--- src/rtl/axi4_stream_wr_master.sv ---
// AXI4 INCR burst write master draining a stream to memory, one burst in flight; empty start-to-done is 2 cycles.
// W backpressure passes straight to s_tready; WR_MASTER_BTIMEOUT_EN adds a B-response watchdog.
module axi4_stream_wr_master #(
  parameter int ID_W           = 4,
  parameter int ADDR_W         = 40,
  parameter int DATA_W         = 256,
  parameter int BURST_LEN      = 16,
  parameter int CNT_W          = 16,
  parameter int TIMEOUT_CYCLES = 4096
) (
  input  logic                ps_clk,
  input  logic                ps_rstb,
  input  logic                start,
  input  logic [ADDR_W-1:0]   base_addr,
  input  logic [CNT_W-1:0]    num_bursts,
  output logic                busy,
  output logic                done,
  output logic                error,
  input  logic                s_tvalid,
  output logic                s_tready,
  input  logic [DATA_W-1:0]   s_tdata,
  output logic [ID_W-1:0]     m_awid,
  output logic [ADDR_W-1:0]   m_awaddr,
  output logic [7:0]          m_awlen,
  output logic [2:0]          m_awsize,
  output logic [1:0]          m_awburst,
  output logic                m_awlock,
  output logic [3:0]          m_awcache,
  output logic [2:0]          m_awprot,
  output logic [3:0]          m_awqos,
  output logic                m_awvalid,
  input  logic                m_awready,
  output logic [DATA_W-1:0]   m_wdata,
  output logic [DATA_W/8-1:0] m_wstrb,
  output logic                m_wlast,
  output logic                m_wvalid,
  input  logic                m_wready,
  input  logic [ID_W-1:0]     m_bid,
  input  logic [1:0]          m_bresp,
  input  logic                m_bvalid,
  output logic                m_bready
);

  localparam int BYTES       = DATA_W / 8;
  localparam int BURST_BYTES = BYTES * BURST_LEN;
  localparam int ALIGN_W     = $clog2(BURST_BYTES);
  localparam int BEAT_W      = (BURST_LEN > 1) ? $clog2(BURST_LEN) : 1;
  localparam logic [BEAT_W-1:0] LAST_BEAT = BEAT_W'(BURST_LEN - 1);

  typedef enum logic [2:0] {S_IDLE, S_AW, S_W, S_B, S_DONE} state_t;

  state_t              state_q, state_d;
  logic [ADDR_W-1:0]   addr_q, addr_d;
  logic [CNT_W-1:0]    remaining_q, remaining_d;
  logic [BEAT_W-1:0]   beat_q, beat_d;
  logic                busy_q, busy_d;
  logic                done_q, done_d;
  logic                error_q, error_d;
  logic                w_fire;
  logic                unused_ok;

`ifdef WR_MASTER_BTIMEOUT_EN
  localparam int WD_W = $clog2(TIMEOUT_CYCLES + 1);
  logic [WD_W-1:0]     wd_q, wd_d;
  assign unused_ok = ^m_bid;
`else
  assign unused_ok = ^{m_bid, (TIMEOUT_CYCLES != 0)};
`endif

  assign w_fire = (state_q == S_W) && s_tvalid && m_wready;

  always_comb begin
    state_d     = state_q;
    addr_d      = addr_q;
    remaining_d = remaining_q;
    beat_d      = beat_q;
    error_d     = error_q;
`ifdef WR_MASTER_BTIMEOUT_EN
    wd_d        = '0;
`endif
    case (state_q)
      S_IDLE: begin
        if (start) begin
          error_d = 1'b0;
          if (num_bursts == '0) begin
            state_d = S_DONE;
          end else if (base_addr[ALIGN_W-1:0] != '0) begin
            error_d = 1'b1;
            state_d = S_DONE;
          end else begin
            addr_d      = base_addr;
            remaining_d = num_bursts;
            state_d     = S_AW;
          end
        end
      end
      S_AW: begin
        if (m_awready) begin
          beat_d  = '0;
          state_d = S_W;
        end
      end
      S_W: begin
        if (w_fire) begin
          beat_d = beat_q + BEAT_W'(1);
          if (beat_q == LAST_BEAT) state_d = S_B;
        end
      end
      S_B: begin
        if (m_bvalid) begin
          if (m_bresp != 2'b00) begin
            error_d = 1'b1;
            state_d = S_DONE;
          end else begin
            // address wraps silently at 2^ADDR_W
            remaining_d = remaining_q - CNT_W'(1);
            addr_d      = addr_q + ADDR_W'(BURST_BYTES);
            state_d     = (remaining_q == CNT_W'(1)) ? S_DONE : S_AW;
          end
        end
`ifdef WR_MASTER_BTIMEOUT_EN
        else if (wd_q == WD_W'(TIMEOUT_CYCLES - 1)) begin
          error_d = 1'b1;
          state_d = S_DONE;
        end
        wd_d = wd_q + WD_W'(1);
`endif
      end
      S_DONE: state_d = S_IDLE;
      default: state_d = S_IDLE;
    endcase
    busy_d = (state_d == S_AW) || (state_d == S_W) || (state_d == S_B);
    done_d = (state_q == S_DONE);
  end

  always_ff @(posedge ps_clk or negedge ps_rstb) begin
    if (!ps_rstb) begin
      state_q     <= S_IDLE;
      addr_q      <= '0;
      remaining_q <= '0;
      beat_q      <= '0;
      busy_q      <= 1'b0;
      done_q      <= 1'b0;
      error_q     <= 1'b0;
`ifdef WR_MASTER_BTIMEOUT_EN
      wd_q        <= '0;
`endif
    end else begin
      state_q     <= state_d;
      addr_q      <= addr_d;
      remaining_q <= remaining_d;
      beat_q      <= beat_d;
      busy_q      <= busy_d;
      done_q      <= done_d;
      error_q     <= error_d;
`ifdef WR_MASTER_BTIMEOUT_EN
      wd_q        <= wd_d;
`endif
    end
  end

  assign busy      = busy_q;
  assign done      = done_q;
  assign error     = error_q;

  assign m_awid    = '0;
  assign m_awaddr  = addr_q;
  assign m_awlen   = 8'(BURST_LEN - 1);
  assign m_awsize  = 3'($clog2(BYTES));
  assign m_awburst = 2'b01;
  assign m_awlock  = 1'b0;
  assign m_awcache = 4'b0011;
  assign m_awprot  = '0;
  assign m_awqos   = '0;
  assign m_awvalid = (state_q == S_AW);

  assign m_wdata   = s_tdata;
  assign m_wstrb   = '1;
  assign m_wvalid  = (state_q == S_W) && s_tvalid;
  assign s_tready  = (state_q == S_W) && m_wready;
  assign m_wlast   = (state_q == S_W) && (beat_q == LAST_BEAT);
  assign m_bready  = (state_q == S_B);

endmodule
--- config.mk ---
export PLATFORM = sky130hd
export DESIGN_NAME = axi4_stream_wr_master
export DESIGN_NICKNAME = d
export VERILOG_FILES = /design/src/rtl/axi4_stream_wr_master.sv
export SDC_FILE = /design/constraint.sdc
export NUM_CORES = 1
export LEC_CHECK = 0
export BUFFER_PORTS_ARGS = -buffer_cell sky130_fd_sc_hd__buf_2
export CELL_PAD_IN_SITES_DETAIL_PLACEMENT = 0
export CELL_PAD_IN_SITES_GLOBAL_PLACEMENT = 1
export CORE_AREA = 2 2 268 270
export CTS_BUF_LIST = sky130_fd_sc_hd__clkbuf_4 sky130_fd_sc_hd__clkbuf_8
export CTS_CLUSTER_DIAMETER = 200
export CTS_CLUSTER_SIZE = 20
export DETAILED_ROUTE_END_ITERATION = 16
export DIE_AREA = 0 0 270 272
export PLACE_DENSITY = 0.45
export RECOVER_POWER = 50
export SLEW_MARGIN = 30
export SYNTH_ARGS = -nofsm -noshare
export SYNTH_HDL_FRONTEND = slang
export SYNTH_SLANG_ARGS = --single-unit
--- constraint.sdc ---
create_clock -name ps_clk -period 1.7 [get_ports ps_clk]
set_input_delay 0.17 -clock ps_clk [delete_from_list [all_inputs] [get_ports ps_clk]]
set_output_delay 0.17 -clock ps_clk [all_outputs]
set_load 0.01 [all_outputs]
==> results of run 1 <==
-- area by class of cell --
| cell class | instances | area (µm²) |
|---|---|---|
| fillers | 8153 | 62100 |
| clock inverters | 2 | 10.0 |
| inverters | 9 | 41.3 |
| well taps | 950 | 1190 |
| diodes | 2 | 5.00 |
| flip-flops and latches | 66 | 1660 |
| multi-input cells | 415 | 3080 |
| repair buffers | 293 | 2460 |
| clock buffers | 14 | 180 |
-- worst max path at each step --
stage                  startpoint  slack (ps)      endpoint  cells after the start
finish               m_awaddr[12]         -80  m_awaddr[32]                      8
floorplan            m_awaddr[17]         -50  m_awaddr[39]                      5
detailed placement  num_bursts[3]        -760  m_awaddr[30]                      8
CTS                    state_q[2]         -90      s_tready                      5
global route           state_q[0]        -190  m_awaddr[30]                      7
global placement    num_bursts[8]        -850  m_awaddr[30]                      8
-- power breakdown --
part           switching (mW)  internal, mW  total [mW]
Combinational            1.51          1.41        2.92
Clock                   0.748         0.677        1.43
Sequential              0.294          1.87        2.17
Total                    2.55          3.96        6.51
-- layer usage --
| layer | vias to the layer above | part of all wire (%) |
|---|---|---|
| met2 | 345 | 45 |
| li1 | 2402 | - |
| met3 | 123 | 8.5 |
| met1 | 2655 | 42 |
| met4 | 4 | 4.6 |
| met5 | - | 0.34 |
-- tightest hold or removal path, delay by kind of cell --
family	cells	cell delay, ps
AO/OA/AOI/OAI	2	160
buffers and inverters	1	90
-- flip-flops by register name, indices dropped and copies added (netlist names) --
| name | flops |
|---|---|
| beat_q | 4 |
| busy | 1 |
| done | 1 |
| error | 1 |
| m_awaddr | 40 |
| remaining_q | 16 |
| state_q | 3 |
-- logic make-up (layout without fill, tap and decap cells) --
| logic type | count (synthesis) | after routing | synth area share [%] |
|---|---|---|---|
| compound gates | 183 | 183 | 18.2 |
| mux | 2 | 2 | 0.311 |
| other cells | 2 | 63 | 0.117 |
| buf+inv | 357 | 318 | 39.7 |
| fa+ha+maj | 4 | 4 | 0.777 |
| simple gates | 164 | 164 | 15.1 |
| xor+xnor | 1 | 1 | 0.136 |
| flops | 66 | 66 | 25.7 |
-- metrics by stage --
stage          setup WS [ps]  cell area, µm²
2_1_floorplan          -50.3            6740
3_3_place_gp            -846            7050
6_report               -83.6            8630
4_1_cts                -92.3            7970
3_5_place_dp            -761            7050
5_1_grt                 -192            8620
-- what timing repair did --
item,in CTS,in global routing
cloned,5,4
endpoints found under the setup margin,56,65
hold buffers,3,0
hold endpoints to repair,28,0
pin swaps,30,48
setup buffers,21,17
resized for setup,91,105
-- cell usage in the layout, fill, tap and decap left out, types with 11 or more instances in the layout --
master	Yosys	final
nand2_1	34	31
nor2_1	25	19
a21oi_1	41	28
o21ai_1	2	15
buf_6	0	36
nand3_1	21	18
nand4_1	12	12
buf_2	13	107
buf_12	0	14
a31oi_1	17	13
and2_1	12	11
o21ai_0	48	26
conb_1	2	61
clkbuf_8	0	12
a21oi_2	0	12
buf_4	320	119
dfrtp_1	66	57
==> flow_summary.ini, run 1 <==
[floorplanning]
chipWidth_um = 270
core_um2 = 70800
start_util_pct = 9.10
row_count = 98
fp.dieH_um = 272
ioPinCount = 690
die_area_um2 = 73400

[drt]
ant_nets = 0
routedWlPerCell_um = 17.2
drt-initial-drc-count = 256
routed_wl_um = 30100
drc = 0
via_per_inst = 3.16
dr.pass1.iters = 4
dr_total_vias = 5529

[sta]
rsz0062_at_grt = yes
setup_violations = 26
finalHoldViolCount = 0
tightest_slew_ps = 624
fin_crit_ps = 1780
final.setup_skew_ps = 17.9
tns_ps = -799
clock.fmax_mhz = 561
period_share_pct = 105
slew_headroom_pct = 58.1
fin_ws_ps = -83.6
holdWs_ps = 56.7
slew_violations = 0

[placement]
placed_cells = 1685
io_buffers = 112
gp_congestion = 0.748
dp.final_hpwl_um = 21400

[yosys]
syn_area_um2 = 6440
synth_area_leaders = buf_4 37%, dfrtp_1 26%, o21ai_0 3.7%
ys.flop_type = dfrtp_1
yosys_warnings = 0
synthCells = 779
synth_top_cell_by_area = buf_4
yosysMostFrequentCell = buf_4
synth_top_area_share_pct = 37.3
synthArstFlopShare_pct = 100
synth-edff-count = 0
syn_avg_cell_area_um2 = 8.26
yosys-top-cells-count = 320 x buf_4, 66 x dfrtp_1, 48 x o21ai_0
ys_ff_latch = 66
ys_seq_area_share_pct = 25.7
yosysUniqueCellTypes = 65

[setup_path]
arrival_ps = 2080
start_kind = flip-flop
slowest_delay_ps = 380
critPathTopFamily = buffers and inverters
reg2reg_slack_ps = -80
critical_path.endpoint_type = flip-flop
cp_slowest_cell = dfrtp_2
crit_fanout = 6
required_ps = 1990
crit_path_cell_trace = buf_6, nand4_1, buf_6, nor4_4, buf_4, a41oi_2, o31ai_1, o21ai_1
path_buf_inv = 3
critPathKind = reg2reg
path_common_cell = buf_6
r2r_cells = 8
reg2reg_from = m_awaddr[12]
worst_r2r_endpoint = m_awaddr[32]

[clocking]
ctsRootBufferMaster = clkbuf_8
cts_sinks = 66
numCtsBuffers = 9
htreeDepth = 3
cts_tree = built
cts.path.max_buffers = 2
clkLatencyLatePin_ps = 420
path_clk_slew_ps = 80

[job]
drv_cap = 0

[grt]
grt_max_degree = 29
met3_usage_pct = 3.04
use_met2_pct = 11.4
antenna_found_initial = 2
grt_pass1_wl_um = 41000
track_usage_pct = 7.81
grt_pass1_vias = 5472
overflow = 0
grtUsageMet1_pct = 9.45
busiest_layer = met2

[hold_path]
hold_depth = 3
min-delay-path-class = in2reg
hp-start = base_addr[27]
hold_end = m_awaddr[27]

[finish]
fin_util_pct = 12.2
drive_gt1_share_pct = 52.8
stdcell_count = 1751
finalNetCount = 1123
area_growth_pct = 34.0

[pwr]
power_density_nw_per_um2 = 755
p_leak_nw = 3.45
ir_drop_mv = 0.237
p_total_mw = 6.51

[run_status]
outcome = finished with violations
violations = negative setup slack
No activity file was read; power rests on OpenSTA's default activity.
==> inputs of run 2 (changes only) <==
- CORE_AREA: 2 2 268 270 -> 2 2 269 271
- DIE_AREA: 0 0 270 272 -> 0 0 271 273
- PLACE_DENSITY: 0.45 -> 0.44
- clock period: 1.7 -> 2.3 ns (I/O delays scaled with it)
==> run 2 against run 1 <==
Effect of this change: the flow now finishes without violations; highest routed layer unchanged; clock skew hardly changed; register-to-register slack better by 290 ps; hold slack worse by 0.96 ps; sequential share of layout area is 5.6 points higher; power is 35% lower; critical path depth is 4 lower; non-clock buffer count is 127 lower; first-iteration DRC count is 18% higher; critical path type is now reg2out; wire length is 8.5% lower.
==> flow_summary.ini, run 2 (same netlist as run 1, synthesis figures left out) <==
[sta]
fin_crit_ps = 2120
tightest_slew_ps = 550
slew_headroom_pct = 63.2
finalHoldViolCount = 0
clock.fmax_mhz = 472
final.setup_skew_ps = 18.1
setup_violations = 0
tns_ps = 0
period_share_pct = 92.0
slew_violations = 0

[clocking]
cts.path.max_buffers = 2
postCtsSetupRepairBufs = 0
numCtsBuffers = 9
cts_tree = built
htreeDepth = 3
cts_sinks = 66
path_clk_slew_ps = 80
ctsRootBufferMaster = clkbuf_8
clkLatencyLatePin_ps = 400

[floorplanning]
die_area_um2 = 74000
core_um2 = 71000
chipWidth_um = 271
ioPinCount = 690
fp.dieH_um = 273
start_util_pct = 9.07
row_count = 98

[finish]
stdcell_count = 1624
finalNetCount = 996
mostFrequentLayoutCells = 111 x buf_2, 66 x dfrtp_1, 61 x conb_1, 47 x o21ai_0, 46 x buf_4
area_growth_pct = 2.99
drive_gt1_share_pct = 30.2
largest_register_ffs = 40
fin_util_pct = 9.34
final_common_cell = buf_2

[pwr]
p_leak_nw = 2.59
power_density_nw_per_um2 = 639
p_total_mw = 4.24
ir_drop_mv = 0.287

[drt]
wl_met3_um = 3160
dr_total_vias = 4950
dr_wl_met2_um = 12100
via_per_inst = 3.05
dr.pass1.iters = 4
routed_wl_um = 27600
ant_nets = 0
drc = 0
wl_met1_um = 11200
routedWlPerCell_um = 17.0
top_layer_used = met5
drt-initial-drc-count = 303

[grt]
grt_pass1_vias = 4772
overflow = 0
antenna_found_initial = 7
grt_max_degree = 28
track_usage_pct = 7.24
grt_pass1_wl_um = 37700

[placement]
dp.final_hpwl_um = 21900
gp_congestion = 0.695
io_buffers = 112
placed_cells = 1605

[setup_path]
arrival_ps = 1890
cp_slowest_cell = dfrtp_1
worst_r2r_endpoint = m_awaddr[39]
cp-startpoint = state_q[0]
required_ps = 2070
crit_fanout = 22
critical_path.endpoint_type = output port
reg2reg_from = m_awaddr[9]
crit_path_cell_trace = nand3b_4, inv_4, buf_4, buf_2
path_buf_inv = 3
r2r_cells = 6
start_kind = flip-flop
slowest_delay_ps = 560
cp-endpoint = m_bready
crit_cells = 4
reg2reg_slack_ps = 210
critPathTopFamily = buffers and inverters
critPathKind = reg2out

[hold_path]
min-delay-path-class = in2reg

[job]
drv_cap = 0

[run_status]
outcome = finished clean
==> run 2: cell types whose count changed in the layout (fill, tap and decap cells not counted), sizes merged, moves of 2 or more <==
cell,previous run,this run
bufinv,0,2
dlygate4sd3,3,1
buf,284,165
clkbuf,17,9
inv,9,11
bufbuf,3,0
==> run 2: routing by layer <==
metal  global-route usage, %  vias to the layer above
met4                    2.97                       10
met1                    8.60                     2354
met3                    3.96                       95
met2                    10.6                      359
li1                        -                     2132
met5                    1.16                        -
==> run 2: metrics by stage <==
stage	area (µm²)	setup slack, ps	hold WS, ps
final	6630	183	55.8
after global routing	6630	-0.0444	15.7
after CTS	6630	69.8	4.67
after detailed placement	6390	148	174
after global placement	6390	113	166
after floorplan	6660	357	-65.6
==> run 2: final cells by class <==
cell class,instances,area (µm²)
antenna,2,5.00
clock buffer,9,124
tap,950,1190
inverter,9,36.3
clock inverter,7,100
sequential,66,1650
multi-input combinational,415,2450
fill,8331,64400
timing repair buffer,166,1070
==> run 2: what timing repair did <==
action                                  in CTS  in global routing
hold endpoints to repair                    17                  0
endpoints found under the setup margin       1                  0
hold buffers                                 1                  0
gates resized for setup                      1                  0
==> run 2: worst register-to-register path: stages, from the launching register on <==
cell	delay, ps
dfrtp_1	360
ha_1	260
nand3_2	150
nor4_4	450
nand4_1	220
a211o_1	330
a22o_1	230
==> run 2: how the worst min path moves through the flow <==
stage | from | slack (ps) | depth (start not counted) | endpoint
detailed placement | ps_rstb | 170 | 1 | m_awaddr[2]
CTS | m_awready | 5 | 2 | beat_q[2]
global route | m_awready | 20 | 2 | beat_q[2]
global placement | ps_rstb | 170 | 1 | m_awaddr[2]
finish | m_awready | 60 | 2 | beat_q[2]
floorplan | ps_rstb | -70 | 0 | beat_q[0]
==> run 2: where the power goes <==
group	switching (mW)	total (mW)	internal [mW]
logic	0.811	1.34	0.533
registers	0.277	1.65	1.38
clock network	0.619	1.24	0.621
==> inputs of run 3 (changes only) <==
- PLACE_DENSITY: 0.44 -> default
- PLACE_DENSITY_LB_ADDON: default -> 0.1
==> run 3 against run 2 <==
Effect of this change: largest cell class unchanged; setup slack better by 65 ps; critical endpoint is now remaining_q[8]; wire length up 9.2%; clock power about the same; die area is the same; critical path type is now reg2reg; register-to-register slack improved by 40 ps; sequential share of layout area is 0.23 points lower; sequential cell count unchanged.
==> flow_summary.ini, run 3 (same netlist as run 1, synthesis figures left out) <==
[sta]
rsz0062_at_grt = no
tns_ps = 0
tightest_slew_ps = 758
period_share_pct = 89.2
slew_headroom_pct = 49.4
final.setup_skew_ps = 9.88
slew_violations = 0
clock.fmax_mhz = 487
fin_crit_ps = 2050
finalHoldViolCount = 0
setup_violations = 0

[drt]
routedWlPerCell_um = 18.4
drc = 0
via_per_inst = 2.98
dr.pass1.iters = 6
routed_wl_um = 30100
drt-initial-drc-count = 287
ant_nets = 0
dr_total_vias = 4879

[pwr]
power.internal_mw = 2.55
ir_drop_mv = 0.203
power.share.combinational_pct = 34.1
switching_share_pct = 41.1
p_switching_mw = 1.78
p_leak_nw = 2.64
power_density_nw_per_um2 = 648
power_frac_seq_pct = 38.0
power_frac_clock_pct = 27.9
p_total_mw = 4.34

[setup_path]
critPathTopFamily = simple AND/OR/NAND/NOR gates
cp_slowest_cell = nor2_2
critical_path.endpoint_type = flip-flop
crit_fanout = 9
slowest_delay_ps = 630
r2r_cells = 5
required_ps = 2600
arrival_ps = 2350
start_kind = flip-flop
path_buf_inv = 1
crit_cells = 5
crit_path_cell_trace = nor4b_4, a31oi_2, nor2_2, buf_4, a21oi_1
critPathKind = reg2reg

[finish]
drive_gt1_share_pct = 31.5
finalNetCount = 1010
largest_register_ffs = 40
area_growth_pct = 3.97
final_common_cell = buf_2
fin_util_pct = 9.43
mostFrequentLayoutCells = 111 x buf_2, 66 x dfrtp_1, 61 x conb_1, 61 x buf_4, 47 x o21ai_0

[placement]
io_buffers = 112
dp.final_hpwl_um = 23200
gp_congestion = 0.652

[grt]
grt_max_degree = 42
overflow = 0
grt_pass1_vias = 5185
track_usage_pct = 7.98
grt_pass1_wl_um = 41500
antenna_found_initial = 1

[clocking]
htreeDepth = 3
path_clk_slew_ps = 90
clkLatencyLatePin_ps = 420
cts.path.max_buffers = 2
cts_sinks = 66
numCtsBuffers = 9
ctsRootBufferMaster = clkbuf_8
cts_tree = built
postCtsSetupRepairBufs = 0

[floorplanning]
chipWidth_um = 271
fp.dieH_um = 273
core_um2 = 71000
row_count = 98
die_area_um2 = 74000
ioPinCount = 690
start_util_pct = 9.07

[run_status]
outcome = finished clean

[hold_path]
hold_depth = 2
min-delay-path-class = in2reg

[job]
drv_cap = 0
## run 3: cell types whose count changed in the layout (fill, tap and decap cells not counted)
cell,change
buf_12,-2
buf_4,+15
buf_6,+1
bufinv_16,-1
clkbuf_4,+1
clkbuf_8,+3
clkinv_4,-2
diode_2,-1
inv_2,+1
inv_4,-1
inv_6,-2
## run 3: power by group through the flow
stage / Sequential [mW] / Clock, mW / Combinational, mW
after floorplan: 1.70 / 0 / 1.14
after global placement: 1.70 / 0 / 1.55
after detailed placement: 1.68 / 0 / 1.53
after CTS: 1.66 / 1.31 / 1.54
after global routing: 1.70 / 1.35 / 1.65
final: 1.65 / 1.21 / 1.48
## run 3: path summary, 6_finish.rpt
check | from | slack [ps] | to
min | m_awready | 60 | beat_q[2]
max in group asynchronous | ps_rstb | 1320 | m_awaddr[23]
max | state_q[1] | 250 | remaining_q[8]
min reg2reg | m_awaddr[6] | 480 | m_awaddr[6]
min in group asynchronous | ps_rstb | 310 | m_awaddr[2]
max reg2reg | state_q[1] | 250 | remaining_q[8]
## run 3: layout make-up
| cell class | count | area, µm² |
|---|---|---|
| clock inverters | 2 | 35.0 |
| fillers | 8311 | 64300 |
| well taps | 950 | 1190 |
| repair buffers | 180 | 1150 |
| diodes | 1 | 2.50 |
| clock buffers | 13 | 173 |
| flip-flops and latches | 66 | 1650 |
| multi-input cells | 415 | 2450 |
| inverters | 9 | 33.8 |
## run 3: stage by stage
step | hold slack [ps] | std cells | setup slack [ps] | instance area [µm²]
CTS | 22.2 | 1635 | 122 | 6690
floorplan | -65.6 | 838 | 357 | 6660
finish | 64.0 | 1636 | 249 | 6690
detailed placement | 219 | 1619 | -71.1 | 6470
global route | 26.4 | 1636 | 50.1 | 6690
global placement | 219 | 1619 | -88.0 | 6470
## run 3: repair_timing
action,in CTS,in global routing
gates resized for setup,0,1
hold endpoints to repair,26,0
setup endpoints to repair,0,2
hold buffers,1,0
## run 3: metal layers
layer	global-route usage, %	vias up	part of all wire, %
li1	-	2159	-
met1	9.94	2331	44
met2	12.0	309	44
met3	3.68	76	8.7
met4	2.57	4	2.5
met5	1.16	-	0.38
